**config.mk**
```make
export PLATFORM = sky130hd
export DESIGN_NAME = spi_minion_fifo
export DESIGN_NICKNAME = d
export VERILOG_FILES = /design/src/rtl/spi_minion_fifo.sv
export SDC_FILE = /design/constraint.sdc
export NUM_CORES = 1
export LEC_CHECK = 0
export ABC_AREA = 1
export CAP_MARGIN = 20
export CORE_MARGIN = 1.5
export CORE_UTILIZATION = 58
export DETAILED_ROUTE_END_ITERATION = 10
export DONT_BUFFER_PORTS = 1
export PLACE_DENSITY = 0.77
export SLEW_MARGIN = 20
export SYNTH_ARGS = -nofsm -noshare
export SYNTH_HDL_FRONTEND = slang
export SYNTH_SLANG_ARGS = --single-unit
```
**constraint.sdc**
```tcl
create_clock -name clk -period 2.22 [get_ports clk]
set_clock_uncertainty 0.15 [all_clocks]
set_input_delay 0.444 -clock clk [delete_from_list [all_inputs] [get_ports clk]]
set_output_delay 0.444 -clock clk [all_outputs]
set_load 0.1 [all_outputs]
```
**src/rtl/spi_minion_fifo.sv**
```systemverilog
// -----------------------------------------------------------------------------
// spi_minion_fifo
//
// SPI minion (slave) for fixed-width packets. The receive and transmit paths
// are each buffered in a DEPTH-entry FIFO. Both FIFOs face the on-chip side as
// val/rdy streams. The minion supports all four SPI modes through CPOL and
// CPHA. It reports the parity of the last received word, plus sticky
// overflow and underflow flags.
//
// Ports
//   clk        system clock
//   reset      synchronous reset, active low
//   cs         SPI chip select, active low (asynchronous to clk)
//   sclk       SPI clock (asynchronous)
//   mosi       SPI data from the master (asynchronous)
//   miso       SPI data to the master (registered)
//   recv_msg   head of the RX FIFO; meaningful only while recv_val=1
//   recv_val   RX FIFO non-empty
//   recv_rdy   consumer pops the RX head when recv_val & recv_rdy
//   send_msg   word to transmit
//   send_val   producer offers send_msg
//   send_rdy   TX FIFO not full
//   parity     XOR of the last word pushed into the RX FIFO
//   overflow   sticky: a received word was dropped because the RX FIFO was full
//   underflow  sticky: a packet started while the TX FIFO was empty
// -----------------------------------------------------------------------------

// Circular-buffer FIFO with first-word-fall-through head output.
// The caller gates push and pop, so push only happens when there is room
// (or when a pop happens in the same cycle), and pop only happens when the
// FIFO is non-empty.
//   push/push_data  write one entry
//   pop             retire the head entry
//   head            current head entry (combinational)
//   empty/full      occupancy status
module spi_minion_fifo_buf #(
  parameter int W     = 8,
  parameter int DEPTH = 4
) (
  input  logic         clk,
  input  logic         reset,
  input  logic         push,
  input  logic [W-1:0] push_data,
  input  logic         pop,
  output logic [W-1:0] head,
  output logic         empty,
  output logic         full
);
  localparam int IDX_W = $clog2(DEPTH);
  localparam int PTR_W = IDX_W + 1;

  // The extra pointer MSB tells a full buffer apart from an empty one.
  logic [PTR_W-1:0] wr_ptr_reg;
  logic [PTR_W-1:0] rd_ptr_reg;
  logic [IDX_W-1:0] wr_idx;
  logic [IDX_W-1:0] rd_idx;
  logic [W-1:0]     mem [DEPTH];

  assign wr_idx = wr_ptr_reg[IDX_W-1:0];
  assign rd_idx = rd_ptr_reg[IDX_W-1:0];

  genvar gi;
  generate
    for (gi = 0; gi < DEPTH; gi++) begin : g_entry
      logic [W-1:0] entry_reg;
      always_ff @(posedge clk) begin
        if (push && (wr_idx == IDX_W'(gi))) begin
          entry_reg <= push_data;
        end
      end
      assign mem[gi] = entry_reg;
    end
  endgenerate

  assign head  = mem[rd_idx];
  assign empty = (wr_ptr_reg == rd_ptr_reg);
  assign full  = (wr_idx == rd_idx) && (wr_ptr_reg[IDX_W] != rd_ptr_reg[IDX_W]);

  always_ff @(posedge clk) begin
    if (!reset) begin
      wr_ptr_reg <= '0;
      rd_ptr_reg <= '0;
    end else begin
      if (push) wr_ptr_reg <= wr_ptr_reg + PTR_W'(1);
      if (pop)  rd_ptr_reg <= rd_ptr_reg + PTR_W'(1);
    end
  end
endmodule

module spi_minion_fifo #(
  parameter int W     = 8,
  parameter int DEPTH = 4,
  parameter int CPOL  = 0,
  parameter int CPHA  = 0
) (
  input  logic         clk,
  input  logic         reset,
  input  logic         cs,
  input  logic         sclk,
  input  logic         mosi,
  output logic         miso,
  output logic [W-1:0] recv_msg,
  output logic         recv_val,
  input  logic         recv_rdy,
  input  logic [W-1:0] send_msg,
  input  logic         send_val,
  output logic         send_rdy,
  output logic         parity,
  output logic         overflow,
  output logic         underflow
);
  localparam int   CNT_W    = $clog2(W);
  localparam logic IDLE_LVL = (CPOL != 0);

  // Two-flop synchronisers, plus one history flop each for edge detection
  logic cs_meta_reg, cs_sync_reg, cs_prev_reg;
  logic sclk_meta_reg, sclk_sync_reg, sclk_prev_reg;
  logic mosi_meta_reg, mosi_sync_reg;

  logic [CNT_W-1:0] bit_cnt_reg;
  logic [W-1:0]     rx_sr_reg;
  // tx_sr_reg holds the bits that have not yet been presented on miso.
  logic [W-1:0]     tx_sr_reg;
  logic             miso_reg;
  logic             parity_reg;
  logic             overflow_reg;
  logic             underflow_reg;

  logic cs_active, cs_fall;
  logic lead_edge, trail_edge, sample_edge, shift_edge;
  logic last_bit, pkt_start;
  logic [W-1:0] rx_word;
  logic [W-1:0] tx_head, tx_word;
  logic rx_empty, rx_full, rx_pop, rx_push;
  logic tx_empty, tx_full, tx_pop, tx_push;

  assign cs_active  = !cs_sync_reg;
  assign cs_fall    = cs_prev_reg && !cs_sync_reg;
  assign lead_edge  = (sclk_prev_reg == IDLE_LVL) && (sclk_sync_reg != IDLE_LVL);
  assign trail_edge = (sclk_prev_reg != IDLE_LVL) && (sclk_sync_reg == IDLE_LVL);

  assign sample_edge = cs_active && ((CPHA != 0) ? trail_edge : lead_edge);
  assign shift_edge  = cs_active && ((CPHA != 0) ? lead_edge : trail_edge);

  assign last_bit  = sample_edge && (bit_cnt_reg == CNT_W'(W - 1));
  assign rx_word   = {rx_sr_reg[W-2:0], mosi_sync_reg};
  // The wrap on the last sample edge also opens the next packet.
  // If cs rises afterwards, the word popped here is simply lost.
  assign pkt_start = cs_fall || last_bit;

  assign tx_pop  = pkt_start && !tx_empty;
  assign tx_word = tx_empty ? '0 : tx_head;
  assign tx_push = send_val && send_rdy;

  // A push into a full RX FIFO still succeeds when the head leaves in the same cycle.
  assign rx_pop  = recv_val && recv_rdy;
  assign rx_push = last_bit && (!rx_full || rx_pop);

  spi_minion_fifo_buf #(.W(W), .DEPTH(DEPTH)) u_rx_fifo (
    .clk       (clk),
    .reset     (reset),
    .push      (rx_push),
    .push_data (rx_word),
    .pop       (rx_pop),
    .head      (recv_msg),
    .empty     (rx_empty),
    .full      (rx_full)
  );

  spi_minion_fifo_buf #(.W(W), .DEPTH(DEPTH)) u_tx_fifo (
    .clk       (clk),
    .reset     (reset),
    .push      (tx_push),
    .push_data (send_msg),
    .pop       (tx_pop),
    .head      (tx_head),
    .empty     (tx_empty),
    .full      (tx_full)
  );

  always_ff @(posedge clk) begin
    if (!reset) begin
      // Synchronisers reset to the idle bus state, so that reset itself produces no edges.
      cs_meta_reg   <= 1'b1;
      cs_sync_reg   <= 1'b1;
      cs_prev_reg   <= 1'b1;
      sclk_meta_reg <= IDLE_LVL;
      sclk_sync_reg <= IDLE_LVL;
      sclk_prev_reg <= IDLE_LVL;
      mosi_meta_reg <= 1'b0;
      mosi_sync_reg <= 1'b0;
      bit_cnt_reg   <= '0;
      rx_sr_reg     <= '0;
      tx_sr_reg     <= '0;
      miso_reg      <= 1'b0;
      parity_reg    <= 1'b0;
      overflow_reg  <= 1'b0;
      underflow_reg <= 1'b0;
    end else begin
      cs_meta_reg   <= cs;
      cs_sync_reg   <= cs_meta_reg;
      cs_prev_reg   <= cs_sync_reg;
      sclk_meta_reg <= sclk;
      sclk_sync_reg <= sclk_meta_reg;
      sclk_prev_reg <= sclk_sync_reg;
      mosi_meta_reg <= mosi;
      mosi_sync_reg <= mosi_meta_reg;

      if (!cs_active) begin
        // Deselected: discard any partial packet and keep miso quiet.
        bit_cnt_reg <= '0;
        rx_sr_reg   <= '0;
        tx_sr_reg   <= '0;
        miso_reg    <= 1'b0;
      end else begin
        if (sample_edge) begin
          rx_sr_reg   <= rx_word;
          bit_cnt_reg <= last_bit ? '0 : bit_cnt_reg + CNT_W'(1);
        end

        if (cs_fall) begin
          // In CPHA=0 mode, the master samples before any shift edge,
          // so the MSB must already be on miso.
          if (CPHA == 0) begin
            miso_reg  <= tx_word[W-1];
            tx_sr_reg <= tx_word << 1;
          end else begin
            tx_sr_reg <= tx_word;
          end
        end else if (last_bit) begin
          // miso keeps the final bit until the next shift edge.
          // That edge presents the new word's MSB.
          tx_sr_reg <= tx_word;
        end else if (shift_edge) begin
          miso_reg  <= tx_sr_reg[W-1];
          tx_sr_reg <= tx_sr_reg << 1;
        end
      end

      if (pkt_start && tx_empty) underflow_reg <= 1'b1;
      if (last_bit && rx_full && !rx_pop) overflow_reg <= 1'b1;
      if (rx_push) parity_reg <= ^rx_word;
    end
  end

  assign miso      = miso_reg;
  assign recv_val  = !rx_empty;
  assign send_rdy  = !tx_full;
  assign parity    = parity_reg;
  assign overflow  = overflow_reg;
  assign underflow = underflow_reg;
endmodule
```
==> parameters.txt <==
Parameter                              Value

Route
  Final WL ... 8.84 mm
  Number of iterations in the first detailed-routing pass ... 5
  Number of DRC markers after the initial detailed-route iteration ... 164
  Average via count per standard cell ... 5.36
  Routed WL per cell ... 14.4 um
  ANT nets after route ... 0
  Count of vias placed by the detailed router ... 3,279
  DRC violation count after routing ... 0

Clock network
  CTS Buf Count ... 9
  Clock transition at the register clock pins on the worst setup and hold paths after CTS ... 0.10 ns
  Cell at the root of the clock tree ... clkbuf_8
  Bufs on Longest Clock Path ... 2
  TritonCTS clock tree ... done
  Maximum level of the CTS H-tree ... 3
  Latest clock arrival within the worst-skew pair ... 0.36 ns
  TritonCTS Sinks ... 106

Global route
  GRT Resource Usage Total ... 22.2%
  Total grt overflow ... 0
  Number of antenna violations at the first check in global routing ... 0
  Maximum number of pins on one net before global-route repair ... 20
  Global-route wire length before repair ... 14.7 mm
  Via count of the first global-routing pass ... 3,098

Finish
  Combined flip-flop and latch cell area ... 0.00277 mm^2
  Number of nets in the final layout ... 532
  Count of placed standard cells in the final layout, fillers left out ... 612
  Layout-stage area growth over the synthesis result ... 16.2%
  Most used cells in the layout excluding fill and tap cells ... nand2_1, edfxtp_1, nor2_1
  Fillers ... 564
  Diode count ... 0
  Multi-input combinational cell area ... 0.00168 mm^2
  Fraction of layout instances using a drive strength above 1 ... 16.9%
  Most common cell after layout, fill and taps aside ... nand2_1

Pwr
  Lkg Pwr ... 0.00220 uW
  Internal Pwr Total ... 2710 uW
  Share of power burned in the clock network ... 33.4%
  Portion of total power attributed to combinational logic ... 6.1%
  Pwr/cell area ... 655 mW/mm^2
  Peak VDD IR ... 0.528 mV
  Sw power ... 811 uW
  Proportion of total power due to net switching ... 23.0%
  Sequential power share ... 60.5%

Outcome
  Status ... completed

Critical path
  Cell family with the largest share of critical-path delay ... buffers and inverters
  Critical path peak fanout ... 11
  Startpoint of the worst register-to-register path ... bit_cnt_reg[0]
  Critical register-to-register path endpoint ... tx_sr_reg[4]
  Crit end category ... output pin
  Depth of the worst register-to-register path ... 10
  Critical Path Max Stage Delay ... 0.43 ns
  Slowest stage cell on the critical path ... dfxtp_4
  Crit Path Category ... reg2out
  Worst EP arrival ... 1.55 ns
  Buffering stage count on the worst path with inverters included ... 3
  Reg-to-reg setup timing slack ... 0.29 ns
  Sort of element at the start of the critical path ... register
  CP required ... 1.63 ns
  List of cells traversed by the critical path ... clkinvlp_4 -> buf_4 -> nor2_1 -> o22ai_4 -> buf_12

Timing
  Worst-margin pin slew ... 0.584 ns
  Final worst slack ... 0.0737 ns
  Worst slew slack as a fraction of its limit ... 60.9%
  Unrepaired setup endpoints after global routing ... yes
  Maximum clock frequency ... 0.466 GHz
  Fin. max-slew vios ... 0
  Number of endpoints with negative hold slack in the final report ... 0
  Post-route minimum period ... 2.15 ns
  Final Cycle Share ... 96.7%
  Final setup violation count ... 0

Floorplanning
  Total die area ... 0.00851 mm^2
  I/O pin total ... 29
  Placement Rows ... 32
  Core outline area ... 0.00773 mm^2
  Initial cell density of the core ... 59.8%
  Overall die width ... 92.3 um
  Die Y-Extent ... 92.3 um

Worst hold path
  Worst hold path depth ... 0
  Hold EP ... u_tx_fifo.g_entry[1].entry_reg[0]
  Source of the worst hold timing path ... send_msg[0]
  Kind of path behind the tightest hold check ... in2reg

Yosys
  Main synth FF type ... edfxtp_1
  Sequential cell area fraction in the yosys report ... 59.8%
  EDFF count, synth ... 64
  Number of distinct library cells after synthesis ... 36
  Area of the mapped netlist ... 0.00462 mm^2
  Share of flip-flops with an asynchronous set or reset ... 0%
  Seq cells post-synth ... 106
  Post-synthesis area per instance ... 9.79 um^2
  Net count of the mapped netlist ... 499
  Cells after Synth ... 472
  Warnings, synthesis ... 0

Placement
  HPWL after detailed placement ... 6.08 mm
  Buffers on Ports ... 0
  Final GP Congestion ... 0.855
  Number of placed instances, taps included ... 588
  Placement Setup Slack ... 0.154 ns

Run
  Maxcap violations ... 0
routing by layer:
metal	part of all wire, %	global-route usage [%]	up-vias	wire length (um)
met4	2.1	7.18	0	183
met1	46	31.4	1541	4080
met2	47	34.6	88	4160
met3	4.7	4.56	17	412
met5	0	0	-	0
li1	-	-	1633	-
cells in the mapped netlist, types with 2 or more instances:
master	count	area (um^2)
inv_1	50	188
o21ai_1	6	30.0
buf_6	4	45.0
ha_1	12	150
edfxtp_1	64	1920
inv_2	3	11.3
o22ai_1	8	50.1
a21oi_1	21	105
dfxtp_1	42	841
nor2_1	62	233
nand2_2	8	50.1
nand3_1	35	175
or2_2	2	12.5
xor2_1	8	70.1
nor2_4	2	22.5
buf_2	5	25.0
xnor2_1	5	43.8
o21bai_1	2	15.0
nand2_1	74	278
o21ai_0	42	210
clkbuf_1	2	7.51
cells by family (layout without fill, tap and decap cells):
kind of cell,count (synthesis),in the layout,synth area share (%)
AO/OA/AOI/OAI,83,83,9.56
adder cells (fa/ha/maj),12,12,3.25
buffers and inverters,69,107,6.63
AND/OR/NAND/NOR,189,189,18.3
flip-flops,106,106,59.8
XOR/XNOR,13,13,2.46
worst max path at each step:
stage / from / endpoint / slack [ns] / cells past startpoint
5_1_grt: u_rx_fifo.rd_ptr_reg[0] / recv_msg[0] / -0.01 / 5
3_5_place_dp: u_rx_fifo.rd_ptr_reg[0] / recv_msg[0] / 0.15 / 4
6_report: u_rx_fifo.rd_ptr_reg[0] / recv_msg[4] / 0.07 / 5
3_3_place_gp: u_rx_fifo.rd_ptr_reg[0] / recv_msg[3] / 0.24 / 4
4_1_cts: u_rx_fifo.rd_ptr_reg[0] / recv_msg[0] / 0.008 / 4
2_1_floorplan: u_tx_fifo.rd_ptr_reg[0] / u_tx_fifo.g_entry[0].entry_reg[0] / 0.02 / 7
metrics by stage:
step / hold slack (ns) / total power, uW / setup TNS, ns / util, % / instance area (um^2)
2_1_floorplan: 0.240 / 2340 / 0 / - / 4730
3_3_place_gp: 0.246 / 2370 / 0 / 65.5 / 5060
3_5_place_dp: 0.255 / 2380 / 0 / 65.5 / 5060
4_1_cts: 0.00922 / 3530 / 0 / 68.5 / 5290
5_1_grt: 0.000771 / 3640 / -0.00983 / 69.5 / 5370
6_report: 0.0267 / 3520 / 0 / 69.5 / 5370
layout make-up:
cell class / count / share of cell area [%]
repair buffers: 34 / 6.69
repair inverters: 1 / 0.0932
clock buffers: 9 / 2.31
inverters: 56 / 4.19
well taps: 102 / 2.38
clock inverters: 7 / 1.44
multi-input cells: 297 / 31.3
flip-flops and latches: 106 / 51.6
power by group through the flow:
stage,clock network [uW],registers (uW),logic [uW]
after floorplan,0,2180,158
after global placement,0,2180,196
after detailed placement,0,2180,202
after CTS,1190,2130,204
after global routing,1270,2130,238
final,1180,2130,213
what timing repair did:
action / CTS / global route
setup buffers: 2 / 0
gates resized for setup: 13 / 10
gates cloned: 0 / 1
hold buffers: 0 / 5
hold endpoints to repair: 0 / 15
setup endpoints to repair: 9 / 9
Note: power is estimated with default switching activity, not from simulation.
